==> config.mk <==
export PLATFORM = sky130hd
export DESIGN_NAME = tlb_cp0_ctrl
export DESIGN_NICKNAME = d
export VERILOG_FILES = /design/src/rtl/tlb_cp0_ctrl.sv
export SDC_FILE = /design/constraint.sdc
export NUM_CORES = 1
export LEC_CHECK = 0
export BUFFER_PORTS_ARGS = -buffer_cell sky130_fd_sc_hd__buf_2
export CORE_MARGIN = 4
export CORE_UTILIZATION = 51
export DETAILED_ROUTE_END_ITERATION = 16
export GPL_TIMING_DRIVEN = 0
export HOLD_SLACK_MARGIN = 0.02
export PLACE_DENSITY = 0.88
export REMOVE_ABC_BUFFERS = 1
export SKIP_CTS_REPAIR_TIMING = 1
export SYNTH_ARGS = -nofsm -noshare
export SYNTH_HDL_FRONTEND = slang
export SYNTH_SLANG_ARGS = --single-unit
==> constraint.sdc <==
create_clock -name clk -period 2.8 [get_ports clk]
set_input_delay 0 -clock clk [delete_from_list [all_inputs] [get_ports clk]]
set_output_delay 0 -clock clk [all_outputs]
set_load 0.02 [all_outputs]
==> src/rtl/tlb_cp0_ctrl.sv <==
// CP0 TLB-management registers (Index, Random, EntryLo0/1, EntryHi) and the
// TLBP/TLBR/TLBWI/TLBWR sequencer driving the TLB probe, read and write ports.
module tlb_cp0_ctrl #(
    parameter  int unsigned TLBNUM = 16,
    localparam int unsigned IW     = $clog2(TLBNUM)
) (
    input  logic          clk,
    input  logic          reset,

    input  logic          op_valid,
    input  logic [1:0]    op_type,
    output logic          op_ready,
    output logic          op_done,

    input  logic          cp0_we,
    input  logic [4:0]    cp0_waddr,
    input  logic [31:0]   cp0_wdata,
    input  logic [4:0]    cp0_raddr,
    output logic [31:0]   cp0_rdata,

    output logic [7:0]    cur_asid,

    output logic          probe_active,
    output logic [18:0]   s1_vpn2,
    output logic          s1_odd_page,
    output logic [7:0]    s1_asid,
    input  logic          s1_found,
    input  logic [IW-1:0] s1_index,

    output logic [IW-1:0] r_index,
    input  logic [18:0]   r_vpn2,
    input  logic [7:0]    r_asid,
    input  logic          r_g,
    input  logic [19:0]   r_pfn0,
    input  logic [2:0]    r_c0,
    input  logic          r_d0,
    input  logic          r_v0,
    input  logic [19:0]   r_pfn1,
    input  logic [2:0]    r_c1,
    input  logic          r_d1,
    input  logic          r_v1,

    output logic          we,
    output logic [IW-1:0] w_index,
    output logic [18:0]   w_vpn2,
    output logic [7:0]    w_asid,
    output logic          w_g,
    output logic [19:0]   w_pfn0,
    output logic [2:0]    w_c0,
    output logic          w_d0,
    output logic          w_v0,
    output logic [19:0]   w_pfn1,
    output logic [2:0]    w_c1,
    output logic          w_d1,
    output logic          w_v1
);

    localparam logic [4:0] CP0_INDEX    = 5'd0;
    localparam logic [4:0] CP0_RANDOM   = 5'd1;
    localparam logic [4:0] CP0_ENTRYLO0 = 5'd2;
    localparam logic [4:0] CP0_ENTRYLO1 = 5'd3;
    localparam logic [4:0] CP0_ENTRYHI  = 5'd10;

    localparam logic [1:0] OP_TLBP  = 2'd0;
    localparam logic [1:0] OP_TLBR  = 2'd1;
    localparam logic [1:0] OP_TLBWR = 2'd3;

    typedef enum logic [2:0] {
        S_IDLE  = 3'd0,
        S_PROBE = 3'd1,
        S_READ  = 3'd2,
        S_WRITE = 3'd3,
        S_DONE  = 3'd4
    } state_t;

    state_t          r_state;
    state_t          w_next_state;

    logic            r_idx_p;
    logic [IW-1:0]   r_idx;
    logic [IW-1:0]   r_random;
    logic [25:0]     r_lo0;
    logic [25:0]     r_lo1;
    logic [18:0]     r_hi_vpn2;
    logic [7:0]      r_hi_asid;
    logic [1:0]      r_op;
    logic [IW-1:0]   r_wr_rand;

    logic            w_accept;
    logic            w_in_probe;
    logic            w_in_read;
    logic            w_mtc0_idx;
    logic            w_mtc0_lo0;
    logic            w_mtc0_lo1;
    logic            w_mtc0_hi;

    assign w_accept   = op_valid && (r_state == S_IDLE);
    assign w_in_probe = (r_state == S_PROBE);
    assign w_in_read  = (r_state == S_READ);

    // Software writes lose to a same-cycle hardware capture of the same register.
    assign w_mtc0_idx = cp0_we && (cp0_waddr == CP0_INDEX)    && !w_in_probe;
    assign w_mtc0_lo0 = cp0_we && (cp0_waddr == CP0_ENTRYLO0) && !w_in_read;
    assign w_mtc0_lo1 = cp0_we && (cp0_waddr == CP0_ENTRYLO1) && !w_in_read;
    assign w_mtc0_hi  = cp0_we && (cp0_waddr == CP0_ENTRYHI)  && !w_in_read;

    // State register
    always_ff @(posedge clk) begin
        if (reset) begin
            r_state <= S_IDLE;
        end else begin
            r_state <= w_next_state;
        end
    end

    // Next-state logic
    always_comb begin
        w_next_state = r_state;
        case (r_state)
            S_IDLE: begin
                if (op_valid) begin
                    case (op_type)
                        OP_TLBP: w_next_state = S_PROBE;
                        OP_TLBR: w_next_state = S_READ;
                        default: w_next_state = S_WRITE;
                    endcase
                end
            end
            S_PROBE: w_next_state = S_DONE;
            S_READ:  w_next_state = S_DONE;
            S_WRITE: w_next_state = S_DONE;
            S_DONE:  w_next_state = S_IDLE;
            default: w_next_state = S_IDLE;
        endcase
    end

    // State-decoded handshake and port qualifiers
    always_comb begin
        op_ready     = 1'b0;
        op_done      = 1'b0;
        we           = 1'b0;
        probe_active = 1'b0;
        case (r_state)
            S_IDLE:  op_ready     = 1'b1;
            S_PROBE: probe_active = 1'b1;
            S_WRITE: we           = 1'b1;
            S_DONE:  op_done      = 1'b1;
            default: ;
        endcase
    end

    // Random free-runs downward through every state, wrapping to the top entry
    always_ff @(posedge clk) begin
        if (reset) begin
            r_random <= IW'(TLBNUM - 1);
        end else if (r_random == '0) begin
            r_random <= IW'(TLBNUM - 1);
        end else begin
            r_random <= r_random - IW'(1);
        end
    end

    // Operation latch; TLBWR freezes its target index at accept
    always_ff @(posedge clk) begin
        if (reset) begin
            r_op      <= 2'd0;
            r_wr_rand <= '0;
        end else if (w_accept) begin
            r_op <= op_type;
            if (op_type == OP_TLBWR) begin
                r_wr_rand <= r_random;
            end
        end
    end

    // Index: MTC0 or probe result
    always_ff @(posedge clk) begin
        if (reset) begin
            r_idx_p <= 1'b0;
            r_idx   <= '0;
        end else if (w_in_probe) begin
            r_idx_p <= ~s1_found;
            if (s1_found) begin
                r_idx <= s1_index;
            end
        end else if (w_mtc0_idx) begin
            r_idx_p <= cp0_wdata[31];
            r_idx   <= cp0_wdata[IW-1:0];
        end
    end

    // EntryHi / EntryLo0 / EntryLo1: MTC0 or TLBR capture
    always_ff @(posedge clk) begin
        if (reset) begin
            r_lo0     <= '0;
            r_lo1     <= '0;
            r_hi_vpn2 <= '0;
            r_hi_asid <= '0;
        end else if (w_in_read) begin
            r_hi_vpn2 <= r_vpn2;
            r_hi_asid <= r_asid;
            r_lo0     <= {r_pfn0, r_c0, r_d0, r_v0, r_g};
            r_lo1     <= {r_pfn1, r_c1, r_d1, r_v1, r_g};
        end else begin
            if (w_mtc0_lo0) begin
                r_lo0 <= cp0_wdata[25:0];
            end
            if (w_mtc0_lo1) begin
                r_lo1 <= cp0_wdata[25:0];
            end
            if (w_mtc0_hi) begin
                r_hi_vpn2 <= cp0_wdata[31:13];
                r_hi_asid <= cp0_wdata[7:0];
            end
        end
    end

    // MFC0 read mux
    always_comb begin
        cp0_rdata = 32'd0;
        case (cp0_raddr)
            CP0_INDEX:    cp0_rdata = {r_idx_p, 31'(r_idx)};
            CP0_RANDOM:   cp0_rdata = 32'(r_random);
            CP0_ENTRYLO0: cp0_rdata = 32'(r_lo0);
            CP0_ENTRYLO1: cp0_rdata = 32'(r_lo1);
            CP0_ENTRYHI:  cp0_rdata = {r_hi_vpn2, 5'd0, r_hi_asid};
            default:      cp0_rdata = 32'd0;
        endcase
    end

    assign cur_asid    = r_hi_asid;

    assign s1_vpn2     = r_hi_vpn2;
    assign s1_odd_page = 1'b0;
    assign s1_asid     = r_hi_asid;

    assign r_index     = r_idx;

    assign w_index     = (r_op == OP_TLBWR) ? r_wr_rand : r_idx;
    assign w_vpn2      = r_hi_vpn2;
    assign w_asid      = r_hi_asid;
    assign w_g         = r_lo0[0] & r_lo1[0];
    assign w_pfn0      = r_lo0[25:6];
    assign w_c0        = r_lo0[5:3];
    assign w_d0        = r_lo0[2];
    assign w_v0        = r_lo0[1];
    assign w_pfn1      = r_lo1[25:6];
    assign w_c1        = r_lo1[5:3];
    assign w_d1        = r_lo1[2];
    assign w_v1        = r_lo1[1];

endmodule

**Word level (Yosys, flattened, before mapping)**

Cells that the tools add are included.

- Flip-flop bits (word level): 97
- Bits in latches: 0
- Bits in writable memories: 0
- Bits in read-only memories: 0
- Bits of input ports: 131
- Output and inout bits: 158
- Word-level logic and storage cells: 75
- Memories kept: 0

- $add $sub $neg: 1
- $mul: 0
- Div/mod/pow operators: 0
- $lt $le $gt $ge: 0
- Eq/ne operators: 16
- Shift operators: 0
- Multiplexer cells: 22
- Bitwise operators: 2
- Reductions and logical operators: 24

Operator list:

| cell | number |
|---|---|
| $pmux 32 s5 | 1 |
| $mux 26 | 4 |
| $mux 19 | 2 |
| $eq 5x2->1 const B | 4 |
| $mux 4 | 4 |
| $mux 8 | 2 |
| $eq 5x4->1 const B | 2 |
| $logic_not 5->1 | 2 |
| $logic_and 1x1->1 | 9 |
| $reduce_bool 2->1 | 4 |
| $eq 3x2->1 const B | 2 |
| $mux 1 | 6 |
| $pmux 3 s2 | 1 |
| $eq 5x1->1 const B | 1 |
| $eq 2x2->1 const B | 2 |
| $logic_not 4->1 | 1 |
| $ne 2x2->1 const B | 2 |
| $pmux 2 s2 | 1 |
| $reduce_and 2->1 | 2 |
| $sub 4x1->4 const B | 1 |
| $eq 3x1->1 const B | 1 |
| $eq 3x3->1 const B | 1 |
| $logic_not 3->1 | 1 |
| $mux 3 | 1 |
| other kinds (7) | 8 |

**Logic depth before layout (Yosys ltp)**

Gate-level depths: netlist (run 1).

- Word-level depth: 5
- Gate-level depth with buffers: 6
- Gate-level depth less buffers: 4

**Least setup slack after synthesis (run 1)**

Ideal clock, no wire load.

- Kind: register to register
- Start: reg r_state[2]
- End: reg r_idx_p
- Arrival time: 1.373 ns
- Required time: 2.674 ns
- Setup slack: 1.301 ns
- Stages on the path, launching flop included: 7
- Path buffers: 2
- Path through: dfxtp_1 > buf_2 > or3b_2 > buf_2 > inv_1 > a21o_1 > a31oi_1

- Word-level cells in the longest chain between the ends: 4
- Elaborated cells between the ends (all ways): 5

RTL lines:

| element | line | text |
|---|---|---|
| start: declaration | 76 | `state_t r_state;` |
| start signal: assignment | 112 | `r_state <= w_next_state;` |
| $eq 3x1->1 * | 98 | `assign w_in_probe = (r_state == S_PROBE);` |
| $logic_not 1->1 | 102 | `assign w_mtc0_idx = cp0_we && (cp0_waddr == CP0_INDEX) && !w_in_probe;` |
| $logic_and 1x1->1 | 102 |  |
| $reduce_bool 2->1 (no source line) | n/a |  |
| end signal: assignment | 182 | `r_idx_p <= ~s1_found;` |
| end signal: assignment | 187 | `r_idx_p <= cp0_wdata[31];` |
| end: declaration | 79 | `logic r_idx_p;` |

Every way passes the cells marked *; elsewhere a longest branch is shown, timed or not.
A chain may end at the register's enable or synchronous reset.

**Worst setup path after layout (run 1)**

- Start: reg r_state[2]
- End: reg r_lo1[15]

- Word-level cells in the longest chain between the ends: 4
- Elaborated cells between the ends (all ways): 5

RTL lines:

| element | line | text |
|---|---|---|
| $eq 3x2->1 * | 99 | `assign w_in_read = (r_state == S_READ);` |
| $logic_not 1->1 | 104 | `assign w_mtc0_lo1 = cp0_we && (cp0_waddr == CP0_ENTRYLO1) && !w_in_read;` |
| $logic_and 1x1->1 | 104 |  |
| $reduce_bool 2->1 (no source line) | n/a |  |
| end signal: assignment | 203 | `r_lo1 <= {r_pfn1, r_c1, r_d1, r_v1, r_g};` |
| end signal: assignment | 209 | `r_lo1 <= cp0_wdata[25:0];` |
| end: declaration | 83 | `logic [25:0] r_lo1;` |

Marked as above.

==> impl.org, run 1 <==
** Outcome
- Outcome :: finished, violations left
- The checks that failed: negative hold slack.

** Hold path
- The tightest min-delay check is of the in -> reg type.

** Synth
- Sequential fraction of the synthesis area :: 32.6%
- Area leader, netlist :: dfxtp_1
- After technology mapping, the gate count stands at 727.
- The Yosys step of the flow raised 0 warnings.
- Number of flops mapped to enable cells by yosys :: 0
- Share of the synthesized area in the top cell type :: 32.6%
- Sorting the synthesized cells by area gives the leading types as dfxtp_1, buf_4, a311oi_1.
- After synthesis, the share of flip-flops with an asynchronous set or reset is 0%.
- In this run, distinct cell masters in the synthesized netlist total 48.
- Counting flops and latches in the post-synthesis netlist gives 97.
- In this run the mean area of a mapped cell was between 8 and 9 µm².
- For this run, the leading register cell type out of synthesis is dfxtp_1.
- Netlist Area Pre-Place :: 5960 µm²

** STA
- For the pin with the worst max-slew slack, the measured transition is 1.42 ns.
- Number of max-slew violations in the final report :: 0
- Highest Clock Rate :: 0.370 GHz
- In the post-route analysis, the smallest setup slack over all paths is 0.0960 ns.
- Setup violations remaining at the end of the flow were counted as 0.
- Setup repair after global routing missed its margin :: false
- The worst pin sits at a relative slew slack of under 10%.
- On the final layout, the worst clock skew is between 0.01 and 0.015 ns.
- Worst slack on hold paths :: -0.0225 ns
- Period utilization :: 96.6%
- Hold Violations, Final :: 6
- Min cycle time layout :: 2.70 ns

** GRT
- GRT Residual Overflow :: 0
- Antenna violations before repair :: 0
- First-pass GRT wire length :: 32300 µm
- Via count of the first global-routing pass :: 6356
- Aggregate global-route resource usage :: 30.0%
- Maximum number of pins on one net before global-route repair :: 129

** Clocking
- The longest clock path from root to sink contains 2 buffers.
- Counting the buffers created by CTS gives 9.
- Level count of the clock H-tree :: 3
- Clock slew at the register clock pins of the worst setup and hold paths :: 0.08 ns
- Clock tree from TritonCTS :: built
- The tree is rooted in a clkbuf_16.
- Counting every sink on the clock net gives 97.
- At the later pin of the worst-skew pair, clock insertion delay measures ~0.34 ns.

** Job
- Max-cap violations in this run came to 0.

** Critical path
- Worst path arrival time :: around 3 ns
- Library cell contributing the largest single delay on the critical path :: or3b_4
- The critical path is of the reg -> reg type.
- Crit path largest cell delay :: about 0.66 ns
- In this design, the largest share of critical-path delay is due to buffers and inverters.
- Buf/Inv on CP :: 2
- Crit path launch type :: register
- Required time reported for the critical path endpoint :: around 3.1 ns
- The critical path goes through or3b_4 > buf_16 > nor2_1 > a311oi_1 > dlygate4sd3_1.
- STA classifies the critical path endpoint as a register.
- In this run the worst path has a maximum fanout of 73.

** Final layout
- Fraction of final layout cells sized beyond drive strength 1 :: between 30% and 40%
- Once layout is complete, the cells apart from fillers number 1149.
- Number of nets in the final layout :: ~1100
- From synthesis to final layout, the design area changed by 39.3%.
- For this run, the share of the core covered by cells in the final layout is 72.7%.
- After filler insertion, the fill cell instance count of the layout stands at 762.

** Pwr
- Maximum resistive drop on vdd :: 0.373 mV
- Leak Pwr :: 3.80 nW
- Summing internal, switching and leakage power gives about 3.8 mW.
- In this run the power density over the cells is 459 nW/µm².

** Placed design
- Number of port buffers :: roughly 290
- Before CTS, the worst setup slack after placement is 0.410 ns.
- The number of placed instances, taps included, is ~1000.
- GP Congestion :: 0.850
- Hpwl dp :: 14200 µm

** Floorplanning
- Total Die Area :: around 13000 µm²
- Die X-Extent :: 116 µm
- For this design the top-level I/O count stands at 289.
- The floorplan has 39 rows.
- Die Ht :: 116 µm
- For this configuration, the core starts out at a cell density of 52.2%.
- Area of the core :: 11400 µm²

** Detailed routing
- The count of nets left with antenna violations once routing finished came out at 0.
- After detailed routing, the average wire length per cell comes to roughly 22 µm.
- First-pass iteration count of the detailed router :: 7
- Across all layers, the routed design uses 7641 vias.
- Remaining design rule violation count :: 0
- Per-cell via count in the routed design :: 6.65
- Initial DRC Count :: 1336
- For this block, the routed nets add up to 25600 µm of wire.
==> routing by layer <==
| layer | GRT usage, % | vias up | wire length, µm |
|---|---|---|---|
| met5 | 0 | - | 0 |
| met2 | 49.2 | 789 | 12400 |
| met3 | 6.48 | 175 | 3070 |
| li1 | - | 3201 | - |
| met1 | 37.2 | 3476 | 8720 |
| met4 | 15.0 | 0 | 1410 |
==> cells in the final DEF (no fill, tap or decap), types with 3 or more instances in the layout <==
| master | instances |
|---|---|
| buf_2 | 286 |
| dlygate4sd3_1 | 120 |
| dfxtp_1 | 97 |
| nor2_1 | 88 |
| o21ai_0 | 61 |
| nand3_1 | 59 |
| a311oi_1 | 54 |
| a211oi_1 | 31 |
| o21ai_1 | 28 |
| a41oi_1 | 27 |
| a221o_1 | 21 |
| and3_1 | 17 |
| and2_1 | 9 |
| clkbuf_16 | 9 |
| mux2_2 | 8 |
| a21oi_1 | 7 |
| nand2_1 | 6 |
| mux2i_1 | 6 |
| a22o_1 | 5 |
| nor2b_1 | 5 |
| nor3_1 | 4 |
| a31oi_1 | 4 |
| buf_6 | 4 |
| buf_16 | 4 |
| inv_1 | 3 |
| buf_8 | 3 |
==> flip-flops by register name, indices dropped and copies added, names as in the netlist <==
| name | cells |
|---|---|
| r_wr_rand | 4 |
| r_idx_p | 1 |
| cur_asid | 8 |
| r_state | 3 |
| s1_vpn2 | 19 |
| r_op | 2 |
| r_lo0 | 26 |
| r_lo1 | 26 |
| r_index | 4 |
| r_random | 4 |
==> cell usage after synthesis (2+ instances only) <==
cell type / instances
buf_6: 12
buf_2: 19
and2_1: 9
a21oi_1: 7
nand2_1: 6
dfxtp_1: 97
nor2_1: 88
or2_2: 2
and3_1: 17
nand3b_1: 2
nand3_1: 59
mux2i_1: 6
inv_1: 3
nand2b_1: 2
nor3_1: 4
nor4b_2: 2
a221o_1: 21
nor2b_1: 7
a211oi_1: 31
a311oi_1: 54
o21ai_1: 28
a41oi_1: 27
buf_4: 85
a22o_1: 5
a31oi_1: 4
mux2_2: 8
clkbuf_1: 38
nor3b_2: 2
o21ai_0: 61
buf_1: 3
==> tightest hold or removal path, cell delays in order <==
cell      delay (ns)
buf_2           0.10
nor2_1          0.11
a211oi_1        0.06
==> cells by family (layout without fill, tap and decap cells) <==
family	after synthesis	after routing	synth area share, %
xor+xnor	1	1	0.147
simple gates	212	212	18.2
other cells	1	2	0.0630
fa+ha+maj	1	1	0.210
buf+inv	160	438	17.3
flops	97	97	32.6
mux	14	14	2.52
compound gates	241	241	28.9
==> per-stage QoR <==
step                      cell area [µm²]  TNS (ns)
after global placement               6550   -188.37
final                                8300         0
after global routing                 8300         0
after CTS                            7070         0
after floorplan                      4930     -9.53
after detailed placement             6790         0
==> cell type report <==
cell class / instances / area [µm²] / share of cell area (%)
multi-input cells: 470 / 3030 / 36.5
repair buffers: 419 / 2860 / 34.5
flip-flops and latches: 97 / 1940 / 23.4
clock buffers: 12 / 246 / 2.97
well taps: 143 / 179 / 2.16
clock inverters: 4 / 28.8 / 0.347
inverters: 3 / 11.3 / 0.136
diodes: 1 / 2.50 / 0.0301
==> final timing paths <==
path / start / endpoint / slack (ns) / depth (start not counted)
setup / recovery: r_state[2] / r_lo1[15] / 0.1 / 5
hold / removal: r_vpn2[7] / s1_vpn2[7] / -0.02 / 3
setup reg to reg: r_state[2] / r_lo1[15] / 0.1 / 5
hold reg to reg: r_random[0] / r_random[0] / 0.46 / 1
==> power by group <==
part,switching [mW],internal [mW]
clock network,0.565,0.630
registers,0.100,1.48
logic,0.605,0.430
No activity file was read; power rests on OpenSTA's default activity.
==> run 2, diff against run 1 <==
- CORE_UTILIZATION: 51 -> 52
- CTS_BUF_LIST: not set -> sky130_fd_sc_hd__clkbuf_4
- CTS_CLUSTER_DIAMETER: not set -> 30
- PLACE_DENSITY: 0.88 -> 0.9
==> impl.org, run 2 (same netlist as run 1, synthesis figures left out) <==
** Outcome
- The flow ran to the end, but the final reports show violations.
- Failing checks :: max-capacitance violations, max-slew violations, negative setup slack

** Clocking
- Clock Root Buffer :: clkbuf_4
- Clock slew at the register clock pins of the worst setup and hold paths :: 0.17 ns
- The clock passes through at most 2 buffers.
- The H-tree was split into 3 levels.
- Skew-Pair Late Insertion Delay :: 0.47 ns
- Clock tree synthesis found a total of just under 100 sinks.
- Clock tree from TritonCTS :: built
- Buffers inserted during clock tree synthesis total 9.

** Critical path
- Depth of the worst register-to-register path :: 5
- Crit path largest cell delay :: roughly 0.67 ns
- Source of the worst register-to-register timing path :: r_state[2]
- The worst setup path is captured at a register.
- The endpoint identified for the worst register-to-register timing path is r_lo1[1].
- Crit path launch type :: register
- In this run the worst setup path begins at r_state[2].
- Setup slack on the worst flop-to-flop path :: -0.03 ns
- Along the worst path, the maximum fanout reaches 75.
- The critical path goes through or3b_4 > buf_16 > nor2_1 > a311oi_1 > dlygate4sd3_1.
- Kind of critical path :: reg -> reg
- Library cell contributing the largest single delay on the critical path :: or3b_4
- Required time reported for the critical path endpoint :: ~3.2 ns
- At the worst endpoint, the arrival time is roughly 3.3 ns.

** Floorplanning
- Total Die Area :: 13200 µm²
- Std-Cell Rows :: 38
- Die Ht :: 115 µm
- Die X-Extent :: between 100 and 150 µm
- Initial standard-cell utilization of the core :: 54.0%
- The region available for standard cell placement spans 11000 µm².
- Count of pins on the block boundary :: 289

** Placed design
- Once placement finished, the instance area stood at 6760 µm².
- Pre-CTS WS :: between 0.4 and 0.5 ns
- Once detailed placement completed, the half-perimeter wirelength came to 13900 µm.
- Number of port buffers :: between 200 and 300
- GP Congestion :: between 0.8 and 0.9
- Once placement completed, the tool counted placed cells totaling 1007.

** Detailed routing
- Dividing the detail-routed via count by the number of cells gives between 6 and 7.
- The pre-antenna-repair detailed-routing pass consisted of 7 iterations.
- The first routing iteration left 1396 violations.
- In the final routed layout, each cell accounts on average for 23.2 µm.
- Summed over all layers, the routed wires come to 27600 µm.
- The detail route stage leaves a number of antenna-violating nets equal to 0.
- For this run, design rule violations remaining after detail routing come to 0.
- Total vias in the final route :: 8027

** Hold path
- For hold timing, the worst endpoint is r_index[0].
- In this run the worst hold path is classified as in -> reg.
- The worst hold path passes through 3 cells.
- The worst hold path begins at s1_found.

** STA
- The routed design could run at a clock period as short as 2.83 ns.
- In the final timing run, aggregate negative setup slack is -0.0372 ns.
- The number of hold-slack violations in the final timing report is 0.
- The clock arrives with 0.0154 ns of skew.
- Relative slew slack :: -0.375%
- Setup violations remaining at the end of the flow were counted as 2.
- Timing would allow up to 0.353 GHz.
- At the pin with the least slew margin, the transition time is 1.51 ns.
- Number of max-slew violations in the final report :: 26
- After layout, the worst setup slack is -0.0348 ns.
- Period utilization :: 101%
- On the final layout, the worst hold slack is around 0.074 ns.

** Final layout
- Count of placed standard cells in the final layout, fillers left out :: 1188
- Leaving out fill and tap cells, the most frequent cells in the layout are buf_2, dlygate4sd3_1, dfxtp_1, nor2_1, o21ai_0.
- Area growth, synth to finish :: 43.4%
- After filler insertion, the fill cell instance count of the layout stands at 664.
- Leaving out fill and tap cells, the most frequent cell in the layout is buf_2.
- For this run, the share of the core covered by cells in the final layout is 77.4%.
- After the last flow step, the layout net total stands at between 1000 and 1500.
- Non-Filler Cell Area, Final :: 8540 µm²
- Cells with a size suffix above 1 make up 31.9% of the layout.

** Pwr
- Combinational cell fraction of total power :: between 30% and 40%
- In this run, the clock network consumes 22.9% of the power.
- Leak Pwr :: 3.97 nW
- For this design the total switching power over the nets is around 1.3 mW.
- Internal power :: 2.24 mW
- Power comes to about 3.5 mW.
- In this run the power density over the cells is 410 nW/µm².
- Maximum resistive drop on vdd :: around 0.25 mV
- Sequential cell fraction of total power :: 45.4%
- Share of total power consumed by net switching :: 36.1%

** GRT
- Maximum number of pins on one net before global-route repair :: 129
- The number of global-route vias before repair was roughly 6000.
- For this run, the total global-route usage over all layers was measured as 29.8%.
- The number of antenna violations at the first check in global routing is 0.
- The first global-routing pass estimated between 30000 and 40000 µm of wire.
- Global routing finished with a remaining overflow of 0.

** Job
- Max-cap violations :: 1
-- run 2: cell count changes in the layout (fill, tap and decap cells not counted), moves of 2 or more --
cell,change
buf_16,-2
buf_6,-3
buf_8,+4
diode_2,+2
clkbuf_1,-2
clkbuf_4,+10
clkbuf_16,-9
dlygate4sd3_1,+41
-- run 2: critical path, delay by kind of cell, from the launching register on --
family / cells / cell delay, ns
and+or+nand+nor: 2 / 0.77
AOI/OAI and AO/OA: 1 / 0.43
buffers and inverters: 2 / 0.96
DFF: 1 / 0.60
-- run 2: worst max-delay path by stage --
stage | to | slack, ns | depth (start not counted)
floorplan | r_index[0] | -0.17 | 3
global placement | r_lo1[19] | -2.09 | 4
detailed placement | s1_vpn2[13] | 0.47 | 4
CTS | r_lo0[1] | 0.51 | 3
global route | r_lo1[1] | -0.10 | 5
finish | r_lo1[1] | -0.03 | 5
-- run 2: final cells by class --
class                      count  area (µm²)  area share [%]
inverter                       3        11.3           0.132
clock inverter                 6        58.8           0.688
multi-input combinational    470        3030            35.5
antenna                        3        7.51          0.0879
timing repair buffer         459        3240            38.0
tap                          140         175            2.05
sequential                    97        1940            22.7
clock buffer                  10        75.1           0.879
-- run 2: power groups by stage --
stage	Clock (mW)	Sequential (mW)	Combinational [mW]
after floorplan	0	1.74	0.279
after global placement	0	1.60	0.795
after detailed placement	0	1.61	0.831
after CTS	0.774	1.58	0.833
after global routing	0.834	1.60	1.16
final	0.803	1.59	1.11
-- run 2: routing by layer --
| metal | track usage (%) | share of wire, % |
|---|---|---|
| met2 | 50.3 | 47 |
| met3 | 4.89 | 13 |
| met4 | 11.4 | 6.9 |
| met5 | 0 | 0 |
| met1 | 38.0 | 34 |
